--- src/rtl/sw_conditioner.sv ---
// sw_conditioner: input-conditioning stage ahead of the platform switch PIOs.
//   Raw board switches (init, stop, 2-bit selector) are passed through a
//   SYNC_STAGES-deep synchroniser and a per-channel debounce counter, so the
//   pio_sw_*_external_connection exports only ever see clean, stable levels.
//
// Parameters:
//   SYNC_STAGES  synchroniser depth per channel, legal range 2..4
//   DB_CYCLES    cycles a new value must stay stable before acceptance, >= 2
//
// Ports:
//   clk_clk          in   system clock shared with the platform
//   reset_reset_n    in   synchronous reset, active low
//   sw_init_raw      in   raw init switch (asynchronous)
//   sw_stop_raw      in   raw stop switch (asynchronous)
//   sw_selector_raw  in   raw 2-bit selector (asynchronous)
//   sw_init_o        out  debounced init level
//   sw_stop_o        out  debounced stop level
//   sw_selector_o    out  debounced selector
//   sw_init_rise     out  1-cycle pulse after sw_init_o goes 0->1
//   sw_stop_rise     out  1-cycle pulse after sw_stop_o goes 0->1
//   sw_selector_chg  out  1-cycle pulse after sw_selector_o changes
//
// Build option:
//   SW_PULSE_EN  when defined, the three pulse outputs are generated; when
//                undefined they are tied to 0 and no pulse flops exist.

module sw_conditioner_channel #(
  parameter int unsigned SYNC_STAGES = 2,
  parameter int unsigned DB_CYCLES   = 500000,
  parameter int unsigned W           = 1,
  parameter bit          RETARGET    = 1'b0
) (
  input  logic         clk,
  input  logic         rst_n,
  input  logic [W-1:0] raw,
  output logic [W-1:0] level
);

  localparam int unsigned CNT_W = $clog2(DB_CYCLES);
  localparam logic [CNT_W-1:0] CNT_MAX = CNT_W'(DB_CYCLES - 1);

  logic [W-1:0]     sync [SYNC_STAGES];
  logic [W-1:0]     sync_q;
  logic [W-1:0]     prev;
  logic [W-1:0]     stable;
  logic [CNT_W-1:0] cnt;
  logic             retarget;

  assign sync_q = sync[SYNC_STAGES-1];
  assign level  = stable;

  // A multi-bit channel restarts qualification when it jumps from one pending
  // candidate to another. Leaving the stable value is not a restart: the
  // counter is already 0, so a fresh change keeps the nominal latency.
  assign retarget = RETARGET && (sync_q != prev) && (prev != stable);

  always_ff @(posedge clk) begin
    if (!rst_n) begin
      for (int unsigned i = 0; i < SYNC_STAGES; i++) begin
        sync[i] <= '0;
      end
    end else begin
      sync[0] <= raw;
      for (int unsigned i = 1; i < SYNC_STAGES; i++) begin
        sync[i] <= sync[i-1];
      end
    end
  end

  always_ff @(posedge clk) begin
    if (!rst_n) begin
      prev   <= '0;
      stable <= '0;
      cnt    <= '0;
    end else begin
      prev <= sync_q;
      if (sync_q == stable) begin
        cnt <= '0;
      end else if (retarget) begin
        cnt <= '0;
      end else if (cnt == CNT_MAX) begin
        stable <= sync_q;
        cnt    <= '0;
      end else begin
        cnt <= cnt + 1'b1;
      end
    end
  end

endmodule

module sw_conditioner #(
  parameter int unsigned SYNC_STAGES = 2,
  parameter int unsigned DB_CYCLES   = 500000
) (
  input  logic       clk_clk,
  input  logic       reset_reset_n,
  input  logic       sw_init_raw,
  input  logic       sw_stop_raw,
  input  logic [1:0] sw_selector_raw,
  output logic       sw_init_o,
  output logic       sw_stop_o,
  output logic [1:0] sw_selector_o,
  output logic       sw_init_rise,
  output logic       sw_stop_rise,
  output logic       sw_selector_chg
);

  sw_conditioner_channel #(
    .SYNC_STAGES (SYNC_STAGES),
    .DB_CYCLES   (DB_CYCLES),
    .W           (1),
    .RETARGET    (1'b0)
  ) u_init (
    .clk   (clk_clk),
    .rst_n (reset_reset_n),
    .raw   (sw_init_raw),
    .level (sw_init_o)
  );

  sw_conditioner_channel #(
    .SYNC_STAGES (SYNC_STAGES),
    .DB_CYCLES   (DB_CYCLES),
    .W           (1),
    .RETARGET    (1'b0)
  ) u_stop (
    .clk   (clk_clk),
    .rst_n (reset_reset_n),
    .raw   (sw_stop_raw),
    .level (sw_stop_o)
  );

  // Selector is qualified as one vector so software never sees a half-moved
  // value while the two switches settle at different times.
  sw_conditioner_channel #(
    .SYNC_STAGES (SYNC_STAGES),
    .DB_CYCLES   (DB_CYCLES),
    .W           (2),
    .RETARGET    (1'b1)
  ) u_sel (
    .clk   (clk_clk),
    .rst_n (reset_reset_n),
    .raw   (sw_selector_raw),
    .level (sw_selector_o)
  );

`ifdef SW_PULSE_EN
  logic       init_d;
  logic       stop_d;
  logic [1:0] sel_d;
  logic       init_rise_q;
  logic       stop_rise_q;
  logic       sel_chg_q;

  // Delayed copies are cleared with the stable registers, so leaving reset
  // never looks like an edge.
  always_ff @(posedge clk_clk) begin
    if (!reset_reset_n) begin
      init_d      <= 1'b0;
      stop_d      <= 1'b0;
      sel_d       <= '0;
      init_rise_q <= 1'b0;
      stop_rise_q <= 1'b0;
      sel_chg_q   <= 1'b0;
    end else begin
      init_d      <= sw_init_o;
      stop_d      <= sw_stop_o;
      sel_d       <= sw_selector_o;
      init_rise_q <= sw_init_o & ~init_d;
      stop_rise_q <= sw_stop_o & ~stop_d;
      sel_chg_q   <= (sw_selector_o != sel_d);
    end
  end

  assign sw_init_rise    = init_rise_q;
  assign sw_stop_rise    = stop_rise_q;
  assign sw_selector_chg = sel_chg_q;
`else
  assign sw_init_rise    = 1'b0;
  assign sw_stop_rise    = 1'b0;
  assign sw_selector_chg = 1'b0;
`endif

endmodule
--- config.mk ---
export PLATFORM = sky130hd
export DESIGN_NAME = sw_conditioner
export DESIGN_NICKNAME = d
export VERILOG_FILES = /design/src/rtl/sw_conditioner.sv
export SDC_FILE = /design/constraint.sdc
export NUM_CORES = 1
export LEC_CHECK = 0
export ABC_CLOCK_PERIOD_IN_PS = 1600
export CORE_ASPECT_RATIO = 1.5
export CORE_MARGIN = 2
export CORE_UTILIZATION = 54
export DETAILED_ROUTE_END_ITERATION = 12
export PLACE_DENSITY = 0.86
export SETUP_SLACK_MARGIN = 0.15
export SYNTH_ARGS = -nofsm -noshare
export SYNTH_HDL_FRONTEND = slang
export SYNTH_SLANG_ARGS = --single-unit
--- constraint.sdc ---
create_clock -name clk_clk -period 1.6 [get_ports clk_clk]
set_input_delay 0.16 -clock clk_clk [delete_from_list [all_inputs] [get_ports clk_clk]]
set_output_delay 0.16 -clock clk_clk [all_outputs]
set_load 0.01 [all_outputs]
# ---- Yosys cells after proc, flatten, opt, wreduce, memory -nomap -nowiden
# Memories as Yosys holds them, arrays and structs flattened.
# Index checks and enable logic that the tools add are counted.
dict set report totals {
  wordCells 47
  in_bits 6
  ramBits 8
  n_memories 3
  register_bits 63
}
dict set report classes {
  muxes 8
  addsub 3
  n_reduce_logical 7
  n_bitwise 11
  eq_ne 8
}
# memory depth word_bits read_ports rd_clocked_by_memory_dff write_ports line_no
set memory_table {}
lappend memory_table {u_sel.sync 2 2 2 0 2 42} ;# logic [W-1:0] sync [SYNC_STAGES];
lappend memory_table {u_init.sync 2 1 2 0 2 42}
lappend memory_table {u_stop.sync 2 1 2 0 2 42}
# operator n
set ops {}
lappend ops {{19-bit by 1-bit adder with 19-bit output, second input constant} 3}
lappend ops {{19-bit == test, second input constant} 3}
lappend ops {{1-bit two-way mux} 6}
lappend ops {{1-bit OR} 6}
lappend ops {{3-bit OR reduction} 2}
lappend ops {{1-bit NOT} 5}
lappend ops {{2-bit two-way mux} 2}
lappend ops {{2-bit inequality test} 2}
lappend ops {{2-bit AND reduction} 2}
lappend ops {{4-bit OR reduction} 1}
lappend ops {{3-bit AND reduction} 1}
lappend ops {{1-bit == test} 2}
lappend ops {{2-bit == test} 1}
lappend ops {{1-bit logical AND} 1}

# ---- Depth between registers and ports, before layout
# Gate-level depths: netlist of the first run.
# An unclocked memory read counts as a cell.
dict set report logic_depth {
  ltp_word 5
  depth_mapped 7
}

# ---- By module
# A second synthesis of the first run with hierarchy kept.
dict set report unflattened {
  cells_unflattened 349
  area_unflattened_um2 3275.6
}
# module area_per_inst_um2 cells_each n_inst seq_area_each_um2
set modules_own_cells {}
lappend modules_own_cells {{sw_conditioner_channel at u_init ...} 987.2 109 2 440.4}
lappend modules_own_cells {{sw_conditioner_channel at u_sel} 1275.0 127 1 540.5}
lappend modules_own_cells {sw_conditioner 26.3 4 1 0.0}

# ---- Least setup slack after synthesis of the first run
# Ideal clock, no wire load.
dict set report synth_timing {
  kind {reg-to-reg}
  from {register u_sel.cnt[0]}
  to {register u_sel.cnt[18]}
  period_less_slack_ps 1653
  stages_incl_launch_ff 6
  setup_slack_ps -53
  arrival_ps 1573
  required_ps 1520
  cell_sequence {dfxtp_1 ha_1 and3_1 nand4_4 or4_4 a211oi_2}
}
dict set report synth_between {
  elab_chain_len 2
  word_cells_on_any_way 3
  cone_classes {add/sub: 1; eq/ne: 1; reduce/logical: 1}
}
# item line_no
set synth_rtl {}
lappend synth_rtl {{start, declared} 46} ;# logic [CNT_W-1:0] cnt;
lappend synth_rtl {{start signal, assigned} 85} ;# cnt <= cnt + 1'b1;
lappend synth_rtl {{parallel branches: the longest is 2 deep, another holds 19-bit by 1-bit adder with 19-bit output} n/a}
# Parallel ways; which one is timed is not known.
# A chain may end at the register's enable or synchronous reset.

# ---- Final worst setup path of the first run
dict set report layout_timing {
  from {register u_sel.cnt[1]}
  to {register u_sel.stable[1], in the netlist u_sel.level[1]}
}
dict set report layout_between {
  elab_chain_len 2
}
# item line_no
set layout_rtl {}
lappend layout_rtl {{19-bit == test} 81} ;# end else if (cnt == CNT_MAX) begin
lappend layout_rtl {{3-bit AND reduction (no line)} n/a}
lappend layout_rtl {{end signal, assigned} 82} ;# stable <= sync_q;
lappend layout_rtl {{end, declared} 45} ;# logic [W-1:0] stable;
# No other way between the ends.

==> metrics.cfg, run 1 <==
[sta]
rsz0062_at_grt = true
fmax_ghz = 0.591
setup_viol = 9
setup_slack_ns = -0.0921
period_needed_ns = 1.69
tns_ns = -0.369
hold_violations = 0
final.setup_skew_ns = 0.0125
drv_slew = 0
min_period_over_period = 1.06

[clocking]
cts_num_sinks = 71
cts.path.max_buffers = 2
ctsHoldBuffers = 0
clk_latency_ns = 0.36
htreeDepth = 3
cts_tree = yes
cts_buffers = 9
path_clk_slew_ns = 0.08
clock-root-buffer = clkbuf_8

[outcome]
violations = setup timing
outcome = finished with violations

[drt]
drtAntennaViolNets = 0
drt_iter0_markers = 170
wl_per_cell_um = 21.3
vias = 3088
drc = 0
wl_mm = 10.5
vias_per_cell = 6.28
firstDrtPassIters = 4

[global_route]
antenna_found_initial = 0
grt_pass1_vias = 2799
overflow = 0
grt_pass1_wl_mm = 13.0
grt_usage = 0.253
grt_max_degree = 20

[floorplan]
die_h_um = 99.1
pin_count = 13
die_area_mm2 = 0.00668
die_w_um = 67.4
start_util = 0.559
coreArea_mm2 = 0.00583
num_rows = 34

[placement]
place_ws_ns = -0.000296
place_inst = 452
io_buffers = 9
place_congestion = 0.925
dp_hpwl_mm = 4.62

[min_path]
min_path_cells = 2
min_to = u_stop.sync[0][0]
hold_path.class = input port to flip-flop
worstHoldStart = sw_stop_raw

[finish]
drive_above_1_share = 0.476
fin_cells = 492
area_growth_pct = 45.9
nets = 424
antenna-diode-count = 0
fillers = 264
final_cell_mix = 42 x buf_4, 42 x dfxtp_1, 31 x xor2_1

[power]
irDropWorstVdd_mv = 0.828
power.density_mw_per_mm2 = 806
p_leak_nw = 1.72

[synth]
synth_warnings = 0
yosys_register_bits = 71
yosysTopAreaCell = dfxtp_1
netlist_area_mm2 = 0.00326
synthCells = 352
synthAdderAreaFrac = 0.0115
yosys-mux-area-fraction = 0.00614
synth_compound_area_frac = 0.0814
synthTopCellsByArea = dfxtp_1 44%, xor2_1 8.3%, nor2_1 3.3%
synth_xor_area_frac = 0.113
syn_area_per_cell_um2 = 9.26
synth_top_family_by_area = simple AND/OR/NAND/NOR gates
synth-simple-area-share = 0.306
synth_top_area_share = 0.436
ys_seq_area_frac = 0.436
synth.distinct_cells = 47

[setup_path]
worstReg2RegStart = u_sel.cnt[1]
r2r_slack_ns = -0.09
cp.arrival_ns = 1.97
criticalPathCategory = flip-flop to flip-flop
r2r_cells = 5
critPathLaunchType = flip-flop
cp-end-kind = flip-flop
rr_endpoint = u_sel.level[1]
cp_max_fo = 3
required_ns = 1.88

[run]
drv_cap = 0

[worst max-delay path, cell delays in order, from the launching register on]
cell and delay [ns]:
dfxtp_2 0.38, ha_4 0.17, nand3_2 0.10, or3_4 0.38, nor4b_4 0.31, mux2i_1 0.26
[cell families (layout without fill, tap and decap cells)]
group | Yosys count | after routing
and+or+nand+nor | 165 | 165
DFF | 71 | 71
xor gates and xnor gates | 42 | 42
AOI/OAI and AO/OA | 41 | 41
buffers and inverters | 27 | 93
adders and majority gates | 3 | 3
muxes | 2 | 2
other | 1 | 3
[flip-flops by register name, summed over array words and instances (netlist names)]
register      cells
u_init.cnt       19
u_init.level      1
u_init.sync       2
u_sel.cnt        19
u_sel.level       2
u_sel.prev        2
u_sel.sync        4
u_stop.cnt       19
u_stop.level      1
u_stop.sync       2
[how the worst max path moves through the flow]
stage	cells past startpoint	end	startpoint	slack (ns)
finish	5	u_sel.level[1]	u_sel.cnt[1]	-0.09
global route	5	u_sel.level[1]	u_sel.cnt[12]	-0.15
CTS	5	u_sel.level[0]	u_sel.cnt[1]	0.04
detailed placement	5	u_sel.cnt[18]	u_sel.cnt[0]	-0.0003
global placement	5	u_sel.cnt[18]	u_sel.cnt[0]	0.08
floorplan	5	u_sel.cnt[18]	u_sel.cnt[0]	0.09
[power by group]
group          switching, mW  internal, mW  leakage, nW
Combinational         0.0633        0.0505         1.01
Clock                  0.741          1.19        0.126
Sequential            0.0106          1.78        0.589
[what timing repair did]
item | CTS | global route
buffers inserted | 12 | 10
resized for setup | 34 | 115
gates cloned | 2 | 0
pin swaps | 12 | 29
setup endpoints to repair | 60 | 58
endpoints found under the hold margin | 0 | 0
[metrics by stage]
stage | hold WS (ns) | area [um^2] | power, mW | util
floorplan | 0.287 | 3360 | 1.88 | -
global route | 0.412 | 4750 | 3.89 | 0.816
CTS | 0.398 | 4210 | 3.76 | 0.722
detailed placement | 0.424 | 3700 | 1.90 | 0.635
finish | 0.384 | 4750 | 3.83 | 0.816
global placement | 0.413 | 3700 | 1.90 | 0.635
[per-layer routing]
| metal | share of wire | GRT usage | wire (um) | up-vias |
|---|---|---|---|---|
| met4 | 0.042 | 0.126 | 440 | 0 |
| met5 | 0 | 0 | 0 | - |
| met1 | 0.38 | 0.289 | 3990 | 1528 |
| li1 | - | - | - | 1376 |
| met3 | 0.045 | 0.0430 | 467 | 41 |
| met2 | 0.53 | 0.442 | 5580 | 143 |
[cell type report]
type                            count  area [um^2]  area share
Clock inverter                      6          133      0.0279
Sequential cell                    71         1460       0.308
Timing Repair Buffer               66          633       0.133
Multi-Input combinational cell    256         2270       0.477
Inverter                           11         41.3     0.00869
Clock buffer                       10          128      0.0268
Tap cell                           72         90.1      0.0190
[cells in the mapped netlist, drive strengths merged]
cell            n
nand4bb         1
nor4            4
nand3b          1
clkbuf          2
o21ai          12
inv            11
buf            13
xnor2          11
and2           13
nand4          20
o21bai          2
dfxtp          71
a22oi           1
a211oi          5
and3            8
nor3b           1
nand3          19
and4            8
or3            12
xor2           31
or4             5
or4b            1
clkdlybuf4s50   1
nor2b           1
nor4b           3
nor3           16
and3b           1
mux2i           2
a31o            2
ha              3
nand2          21
o31ai           5
conb            1
nor2           30
a21oi          14
No activity file was read; power rests on OpenSTA's default activity.
==> run 2, diff against run 1 <==
--- a/config.mk
+++ b/config.mk
@@ -6,11 +6,14 @@
 export NUM_CORES = 1
 export LEC_CHECK = 0
 export ABC_CLOCK_PERIOD_IN_PS = 1600
+export CELL_PAD_IN_SITES_DETAIL_PLACEMENT = 0
+export CELL_PAD_IN_SITES_GLOBAL_PLACEMENT = 1
 export CORE_ASPECT_RATIO = 1.5
 export CORE_MARGIN = 2
-export CORE_UTILIZATION = 54
+export CORE_UTILIZATION = 42
 export DETAILED_ROUTE_END_ITERATION = 12
 export PLACE_DENSITY = 0.86
+export REMOVE_ABC_BUFFERS = 1
 export SETUP_SLACK_MARGIN = 0.15
 export SYNTH_ARGS = -nofsm -noshare
 export SYNTH_HDL_FRONTEND = slang
==> run 2 against run 1 <==
Against the previous run:
- the run still ends with setup timing left
- sequential power hardly changed
- final cell count rose by 8.7%
- global-route usage is 6.9 points lower
- routed wire length shrank 21%
- non-clock buffer count grew 15
- core utilization down 16 points
- sequential share of layout area decreased by 0.98 points
- worst setup slack better by 0.056 ns
- die area up 27%
- clock skew shrank 0.0071 ns
- critical endpoint unchanged
- power grew 0.33%
- largest power group unchanged
- first-iteration DRC count fell by 21%
==> metrics.cfg, run 2 (synthesized netlist as in run 1, its figures left out) <==
[power]
irDropWorstVdd_mv = 0.539  ; was 0.828 mV
p_seq_frac = 0.465  ; was 0.466
switchingPower_uw = 787  ; was 815 uW
p_int_mw = 3.06  ; was 3.02 mW
clkPwrFrac = 0.507  ; was 0.504
p_leak_nw = 1.76  ; was 1.72 nW
pwr-share-comb = 0.028  ; was 0.030
power.density_mw_per_mm2 = 779  ; was 806 mW/mm^2
switching_share = 0.205  ; was 0.213
power_mw = 3.85  ; was 3.83 mW

[outcome]
violations = setup timing  ; unchanged
outcome = finished with violations  ; unchanged

[global_route]
grt_max_degree = 18  ; was 20
grt_pass1_wl_mm = 12.5  ; was 13.0 mm
antenna_found_initial = 0  ; unchanged
grt_usage = 0.184  ; was 0.253
grt_pass1_vias = 2772  ; was 2799
overflow = 0  ; unchanged

[floorplan]
die_h_um = 112  ; was 99.1 um
coreArea_mm2 = 0.00756  ; was 0.00583 mm^2
pin_count = 13  ; unchanged
start_util = 0.431  ; was 0.559
die_w_um = 75.9  ; was 67.4 um
die_area_mm2 = 0.00849  ; was 0.00668 mm^2
num_rows = 39  ; was 34

[setup_path]
rr_endpoint = u_sel.level[1]  ; unchanged
critPathLaunchType = flip-flop  ; unchanged
criticalPathCategory = flip-flop to flip-flop  ; unchanged
cp.arrival_ns = 1.89  ; was 1.97 ns
r2r_slack_ns = -0.04  ; was -0.09 ns
worstReg2RegStart = u_sel.cnt[9]  ; was u_sel.cnt[1]
cp_max_fo = 2  ; was 3
r2r_cells = 4  ; was 5
cp-end-kind = flip-flop  ; unchanged
required_ns = 1.86  ; was 1.88 ns

[run]
drv_cap = 0  ; unchanged

[finish]
drive_above_1_share = 0.490  ; was 0.476
reg.largest.list = u_init.cnt: 19 flops, u_sel.cnt: 19 flops, u_stop.cnt: 19 flops  ; unchanged
antenna-diode-count = 0  ; unchanged
area_growth_pct = 51.5  ; was 45.9%
fillers = 552  ; was 264
final_common_cell = buf_4
final_cell_mix = 55 x buf_4, 40 x dfxtp_1, 29 x xor2_1  ; was 42 x buf_4, 42 x dfxtp_1, 31 x xor2_1
nets = 439  ; was 424
fin_cells = 535  ; was 492

[sta]
drv_slew = 0  ; unchanged
setup_slack_ns = -0.0363  ; was -0.0921 ns
fmax_ghz = 0.611  ; was 0.591 GHz
min_period_over_period = 1.02  ; was 1.06
setup_viol = 2  ; was 9
final.setup_skew_ns = 0.00541  ; was 0.0125 ns
rsz0062_at_grt = true  ; unchanged
hold_violations = 0  ; unchanged
period_needed_ns = 1.64  ; was 1.69 ns

[clocking]
clock-root-buffer = clkbuf_16  ; was clkbuf_8
cts_num_sinks = 71  ; unchanged
htreeDepth = 3  ; unchanged
cts_buffers = 9  ; unchanged
cts.path.max_buffers = 2  ; unchanged
path_clk_slew_ns = 0.05  ; was 0.08 ns
ctsHoldBuffers = 0  ; unchanged
cts_tree = yes  ; unchanged
clk_latency_ns = 0.33  ; was 0.36 ns

[min_path]
hold_path.class = input port to flip-flop  ; unchanged
min_path_cells = 2  ; unchanged
min_to = u_sel.sync[0][0]  ; was u_stop.sync[0][0]
worstHoldStart = sw_selector_raw[0]  ; was sw_stop_raw

[placement]
place_inst = 496  ; was 452
dp_hpwl_mm = 4.61  ; was 4.62 mm
io_buffers = 9  ; unchanged
place_congestion = 0.810  ; was 0.925

[drt]
vias_per_cell = 5.40  ; was 6.28
wl_per_cell_um = 15.5  ; was 21.3 um
drtAntennaViolNets = 0  ; unchanged
vias = 2890  ; was 3088
wl_mm = 8.31  ; was 10.5 mm
drc = 0  ; unchanged
firstDrtPassIters = 4  ; unchanged
drt_iter0_markers = 135  ; was 170

## run 2: cell types whose count changed in the layout (fill, tap and decap cells not counted), moves of 3 or more
cell | before | now
buf_4 | 42 | 55
bufinv_16 | 4 | 1
clkbuf_16 | 1 | 11
clkbuf_8 | 9 | 1
nor2_4 | 16 | 13
nor3_2 | 5 | 9
nor3_4 | 8 | 4
## run 2: repair_timing
action,CTS,global route
resized for setup,57,102
buffers inserted,13,7
cloned,3,2
endpoints found under the setup margin,60,57
endpoints found under the hold margin,0,0
pin swaps,25,37
## run 2: worst max-delay path: stages (launching register included)
cell and delay (ns):
dfxtp_2 0.33, nand4bb_1 0.21, or3_4 0.45, nor4b_4 0.34, mux2i_1 0.23
## run 2: worst max-delay path by stage
stage	start	endpoint	slack, ns	depth (start not counted)
final	u_sel.cnt[9]	u_sel.level[1]	-0.04	4
after global placement	u_sel.cnt[0]	u_sel.level[1]	-0.01	5
after floorplan	u_sel.cnt[0]	u_sel.cnt[18]	-0.05	5
after global routing	u_sel.cnt[6]	u_sel.level[1]	-0.1	5
after detailed placement	u_sel.cnt[1]	u_sel.level[1]	-0.08	5
after CTS	u_sel.cnt[1]	u_sel.level[1]	0.02	5
## run 2: metrics by stage
step	cell area (um^2)	utilization	setup TNS (ns)	hold WS (ns)	setup slack (ns)
floorplan	3160	-	-0.107	0.276	-0.0541
global placement	3760	0.497	-0.0229	0.416	-0.0124
detailed placement	3760	0.497	-0.157	0.417	-0.0826
CTS	4440	0.586	0	0.397	0.0154
global route	4930	0.652	-0.360	0.420	-0.0999
finish	4930	0.652	-0.0485	0.404	-0.0363
## run 2: power by group through the flow
stage	clock network [mW]	logic (mW)	registers, mW
4_1_cts	1.98	0.0834	1.79
2_1_floorplan	0	0.0348	1.83
6_report	1.95	0.108	1.79
5_1_grt	2.06	0.117	1.79
3_5_place_dp	0	0.0760	1.83
3_3_place_gp	0	0.0745	1.83
## run 2: layer usage
layer,track usage,wire (um),part of all wire
met3,0.0357,276,0.033
met1,0.194,3020,0.36
met2,0.333,4580,0.55
met5,0,0,0
met4,0.120,425,0.051
## run 2: area by class of cell
| class | count | area (um^2) | area share |
|---|---|---|---|
| timing repair buffer | 81 | 798 | 0.162 |
| clock inverter | 3 | 45.0 | 0.00913 |
| sequential | 71 | 1470 | 0.298 |
| multi-input combinational | 256 | 2210 | 0.448 |
| clock buffer | 11 | 243 | 0.0492 |
| tap | 102 | 128 | 0.0259 |
| inverter | 11 | 41.3 | 0.00837 |
